File: config.mk
export PLATFORM = sky130hd
export DESIGN_NAME = icache_dm_param
export DESIGN_NICKNAME = d
export VERILOG_FILES = /design/src/rtl/icache_dm_param.sv
export SDC_FILE = /design/constraint.sdc
export NUM_CORES = 2
export LEC_CHECK = 0
export CAP_MARGIN = 25
export CORE_ASPECT_RATIO = 1.2
export CORE_MARGIN = 2
export CORE_UTILIZATION = 45
export CTS_CLUSTER_DIAMETER = 40
export CTS_CLUSTER_SIZE = 25
export DETAILED_ROUTE_END_ITERATION = 8
export GPL_TIMING_DRIVEN = 0
export HOLD_SLACK_MARGIN = 0.1
export SLEW_MARGIN = 20
export SYNTH_ARGS = -nofsm -noshare
export SYNTH_HDL_FRONTEND = slang
export SYNTH_MEMORY_MAX_BITS = 65536
export SYNTH_SLANG_ARGS = --single-unit
File: constraint.sdc
create_clock -name clk -period 7.47 [get_ports clk]
set_input_delay 0.747 -clock clk [delete_from_list [all_inputs] [get_ports clk]]
set_output_delay 0.747 -clock clk [all_outputs]
set_load 0.05 [all_outputs]
File: src/rtl/icache_dm_param.sv
// Direct-mapped instruction cache between the PC stage and IF/ID. Each set holds
// {valid, tag} and one line. Misses send a single request and forward the word from the refill bus.
module icache_dm_param #(
  parameter int          WORDS_PER_LINE = 4,
  parameter int          INDEX_W        = 5,
  parameter int          HOME_LSB       = 11,
  parameter logic [1:0]  LOCAL_ID       = 2'b00,
  parameter logic [4:0]  CMD_INSTREQ    = 5'b00110
) (
  input  logic                         clk,
  input  logic                         rst,
  input  logic                         v_pc,
  input  logic [31:0]                  pc,
  output logic                         pc_ready,
  output logic                         v_inst,
  output logic [31:0]                  inst,
  output logic                         v_ic_req,
  input  logic                         ic_req_ready,
  output logic                         local_or_OUT,
  output logic [47:0]                  req_msg,
  input  logic                         v_refill,
  input  logic [32*WORDS_PER_LINE-1:0] refill_data,
  input  logic                         flush
);
  localparam int OFF_W  = $clog2(WORDS_PER_LINE) + 2;
  localparam int SETS   = 2**INDEX_W;
  localparam int TAG_W  = 32 - INDEX_W - OFF_W;
  localparam int WSEL_W = OFF_W - 2;

  typedef enum logic [2:0] {S_SWEEP, S_IDLE, S_LOOKUP, S_REQ, S_WAIT} state_t;

  typedef struct packed {
    logic [1:0]  home;
    logic        one;
    logic [1:0]  src;
    logic        zero;
    logic [4:0]  cmd;
    logic [4:0]  pad;
    logic [31:0] addr;
  } req_t;

  state_t                   state, state_n;
  logic [INDEX_W-1:0]       sweep_cnt;
  logic                     flush_pend, flush_clr;
  logic [31:0]              pc_q;
  logic                     v_inst_q;
  logic [31:0]              inst_q;

  logic                     pc_accept, hit, fill_now;
  logic                     tag_we, data_we;
  logic [INDEX_W-1:0]       tag_wa;
  logic [TAG_W:0]           tag_wd, tag_rd;
  logic [TAG_W:0]           tag_mem [SETS];

  logic [WORDS_PER_LINE-1:0][31:0] data_rd, refill_w;

  wire [INDEX_W-1:0] idx_in = pc[INDEX_W+OFF_W-1:OFF_W];
  wire [INDEX_W-1:0] idx_q  = pc_q[INDEX_W+OFF_W-1:OFF_W];
  wire [TAG_W-1:0]   tag_q  = pc_q[31:32-TAG_W];
  wire [WSEL_W-1:0]  wsel   = pc_q[OFF_W-1:2];
  wire [1:0]         home   = pc_q[HOME_LSB+1:HOME_LSB];

  assign refill_w = refill_data;
  assign hit      = tag_rd[TAG_W] && (tag_rd[TAG_W-1:0] == tag_q);
  assign fill_now = (state == S_WAIT) && v_refill;

  always_comb begin
    state_n   = state;
    pc_accept = 1'b0;
    flush_clr = 1'b0;
    tag_we    = 1'b0;
    tag_wa    = idx_q;
    tag_wd    = '0;
    data_we   = 1'b0;
    case (state)
      S_SWEEP: begin
        tag_we = 1'b1;
        tag_wa = sweep_cnt;
        if (sweep_cnt == INDEX_W'(SETS-1)) state_n = S_IDLE;
      end
      S_IDLE: begin
        // a pending flush wins over a waiting fetch, which stays un-accepted
        if (flush_pend) begin
          flush_clr = 1'b1;
          state_n   = S_SWEEP;
        end else if (v_pc) begin
          pc_accept = 1'b1;
          state_n   = S_LOOKUP;
        end
      end
      S_LOOKUP: begin
        if (hit) state_n = S_IDLE;
        else begin
          tag_we  = 1'b1;
          tag_wd  = {1'b0, tag_q};
          state_n = S_REQ;
        end
      end
      S_REQ: if (ic_req_ready) state_n = S_WAIT;
      S_WAIT: begin
        if (v_refill) begin
          tag_we  = 1'b1;
          tag_wd  = {1'b1, tag_q};
          data_we = 1'b1;
          state_n = S_IDLE;
        end
      end
      default: state_n = S_SWEEP;
    endcase
  end

  always_ff @(posedge clk) begin
    if (rst) begin
      state      <= S_SWEEP;
      sweep_cnt  <= '0;
      flush_pend <= 1'b0;
      pc_q       <= '0;
      v_inst_q   <= 1'b0;
      inst_q     <= '0;
    end else begin
      state      <= state_n;
      sweep_cnt  <= (state == S_SWEEP) ? sweep_cnt + 1'b1 : '0;
      flush_pend <= flush | (flush_pend & ~flush_clr);
      if (pc_accept) pc_q <= pc;
      v_inst_q   <= (state == S_LOOKUP) && hit;
      inst_q     <= ((state == S_LOOKUP) && hit) ? data_rd[wsel] : '0;
    end
  end

  // Array accesses never overlap: reads only in IDLE, writes only in SWEEP/LOOKUP/WAIT.
  always_ff @(posedge clk) begin
    if (tag_we)    tag_mem[tag_wa] <= tag_wd;
    if (pc_accept) tag_rd <= tag_mem[idx_in];
  end

  for (genvar w = 0; w < WORDS_PER_LINE; w++) begin : g_bank
    logic [31:0] bank [SETS];
    logic [31:0] rd;
    always_ff @(posedge clk) begin
      if (data_we)   bank[idx_q] <= refill_w[w];
      if (pc_accept) rd <= bank[idx_in];
    end
    assign data_rd[w] = rd;
  end

  req_t msg;
  always_comb begin
    msg.home = home;
    msg.one  = 1'b1;
    msg.src  = LOCAL_ID;
    msg.zero = 1'b0;
    msg.cmd  = CMD_INSTREQ;
    msg.pad  = '0;
    msg.addr = pc_q;
  end

  assign pc_ready     = (state == S_IDLE) && !flush_pend;
  assign v_ic_req     = (state == S_REQ);
  assign req_msg      = v_ic_req ? msg : '0;
  assign local_or_OUT = v_ic_req && (home == LOCAL_ID);
  assign v_inst       = v_inst_q | fill_now;
  assign inst         = fill_now ? refill_w[wsel] : inst_q;
endmodule

==> impl_metrics.tcl <==
set metrics [dict create \
    number_of_antenna_violations_at_the_first_check_in_global_routing 67 \
    global_route.overflow_total 0 \
    initial_utilization 0.452 \
    clk_root_buffer_cell "clkbuf_16" \
    rows 265 \
    io-pin-count 250 \
    timing.critical_path.arrival_ps 4810 \
    dpl-instance-area_um2 214000 \
    routed_wl_mm 565 \
    floorplan.die.width_um 607 \
    grt_first_pass_wirelength_mm 781 \
    critical_path_class "reg2out" \
    synth-edff-count 5016 \
    avgViaCountPerCell 6.08 \
    number_of_global_route_vias_before_repair 98948 \
    final_slew_violations 0 \
    setup_viol 0 \
    sequential_share_of_the_synthesized_area 0.775 \
    wl_per_cell_um 35.2 \
    ant_nets 0 \
    cts_num_sinks 5090 \
    power_per_cell_area_nw_per_um2 270 \
    post-route-util 0.535 \
    rsz_0062_raised_after_global_routing "no" \
    final.setup.worst_slack_ps 1920 \
    timing_hold_violations_final 0 \
    track_usage 0.255 \
    ctsLongestPathBuffers 4 \
    ctsHoldBuffers 9 \
    synth_top_area_cell "edfxtp_1" \
    max-cap-violations 0 \
    port_buffers 235 \
    timing.hold.ws_ps 183 \
    ys_warnings 0 \
    synth.cell_area_um2 196000 \
    cts_htree_levels 6 \
    clk-insertion-delay-late_ps 1080 \
    worst_clock_skew_ps 47.6 \
    crit_path_start_kind "register" \
    design_area_um2 232000 \
    setup_fix_bufs_post_cts 0 \
    synth-seq-cells 5090 \
    ir_worst_vdd_uv 249 \
    worst_setup_path_startpoint "pc_q[3]$_SDFFE_PP0P_" \
    die_area_um2 441000 \
    number_of_different_library_cells_in_the_post_synthesis_netlist 55 \
    critical_path_required_ps 6720 \
    place.detailed.hpwl_mm 396 \
    synthCells 8684 \
    via_count 97702 \
    place_worst_setup_slack_ps 1850 \
    synthArstFlopShare 0 \
    place.gp.congestion 0.840 \
    core_area_um2 434000 \
    layout_commonest_cell "edfxtp_1" \
    maximum_number_of_pins_on_one_net_before_global_route_repair 92 \
    synth_top_flop_cell "edfxtp_1" \
    dr.first_iter.drc_count 12458 \
    regToRegStartpoint "state[1]$_SDFFE_PP0P_" \
    synth_area_per_cell_um2 22.6 \
    drt_pre_antenna_iters 8 \
    worst_slew_pin_slew_ps 1170 \
    slew_headroom 0.221 \
    tritoncts.num_buffers 531 \
    critPathCaptureType "output pin" \
    main_area_contributors_after_synthesis "edfxtp_1 77%, mux4_2 13%, mux2i_1 2.6%" \
    finalCriticalPeriod_ps 5550 \
    outcome "finished, final reports clean" \
    gates_resized_cts_repair 0 \
    most-common-layout-cells "5016 x edfxtp_1, 1173 x mux4_2, 540 x clkbuf_16, 507 x mux2i_1, 254 x a21oi_1" \
    post_synth_top_area_share 0.768 \
    post-layout-total-power_w 0.0628 \
    worst_setup_hold_path_clk_slew_ps 60 \
    layout_area_overhead_pct 18.4 \
    timing.hold.worst.start "refill_data[17]" \
    power.leakage_nw 72.6 \
    timing.hold.worst.class "in2reg" \
    remaining_drc_errors 0 \
    cts_tree "built" \
    finalNetCount 10017 \
    crit_fanout 10 \
    timing.fmax_mhz 180 \
    drive_gt1_frac 0.305 \
    final_min_period_over_clock_period 0.744 \
    die_y_um 727 \
]
==> layout make-up <==
type	count	area (µm²)
flip-flops and latches	5090	152000
well taps	5740	7180
clock inverters	387	4500
clock buffers	586	13700
inverters	7	26.3
diodes	42	105
multi-input cells	3075	41600
fillers	32538	202000
plain buffers	522	3050
repair buffers	622	9860
==> per-layer routing <==
| metal | part of all wire | track usage | up-vias |
|---|---|---|---|
| met3 | 0.083 | 0.0488 | 932 |
| met2 | 0.49 | 0.413 | 4702 |
| met5 | 0.00010 | 0 | - |
| met4 | 0.049 | 0.113 | 12 |
| met1 | 0.38 | 0.337 | 52684 |
| li1 | - | - | 39372 |
==> synth_stat cells (all sizes together) (3+ instances only) <==
library cell	number
o22ai	107
xnor2	24
or3	3
o221ai	214
mux2	140
a22o	45
nand2b	5
and2b	6
clkbuf	206
nand2	106
nor2b	35
nand3b	4
nor2	193
a221oi	45
buf	316
and2	27
inv	7
nor3	3
edfxtp	5016
mux2i	507
nand4	7
nand3	4
mux4	1173
or2	110
and3	33
or3b	3
a21oi	255
dfxtp	74
==> worst max-delay path, cell delays in order, from the launching register on <==
cell and delay [ps]:
dfxtp_1 700, clkbuf_1 820, clkbuf_2 640, mux4_2 390, mux2_2 410, clkdlybuf4s50_1 750
==> path summary, 6_finish.rpt <==
path                                     endpoint  slack (ps)  depth (start not counted)
setup / recovery                         inst[25]        1920                          5
hold / removal    g_bank[0].bank[1][17]$_DFFE_PP_         180                          2
setup reg to reg   g_bank[2].bank[1][9]$_DFFE_PP_        2670                         10
hold reg to reg              pc_q[0]$_SDFFE_PP0P_         460                          2
==> stage by stage <==
| stage | cells | TNS (ps) |
|---|---|---|
| final | 16071 | 0 |
| after floorplan | 8694 | -509710 |
| after CTS | 16012 | 0 |
| after global routing | 16042 | 0 |
| after global placement | 14669 | - |
| after detailed placement | 15030 | 0 |
==> cell families (layout without fill, tap and decap cells) <==
logic type,Yosys count,in the layout,synth area share
simple gates,543,543,0.0137
compound gates,674,674,0.0256
buf+inv,529,2124,0.0154
flops,5090,5090,0.775
xor+xnor,25,25,0.00112
mux,1820,1820,0.169
fa+ha+maj,2,2,0.000128
other cells,1,53,0.0000191
==> report_power, final <==
group          switching, W  internal (W)
logic               0.00242       0.00129
clock network        0.0120        0.0153
registers          0.000125        0.0316
==> sequential cells by signal, indices dropped and copies added (netlist names), 3 cells and up <==
signal	count
g_bank.bank	4096
g_bank.rd	128
inst_q	32
pc_q	32
state	3
sweep_cnt	5
tag_mem	768
tag_rd	24
No activity file was read; power rests on OpenSTA's default activity.
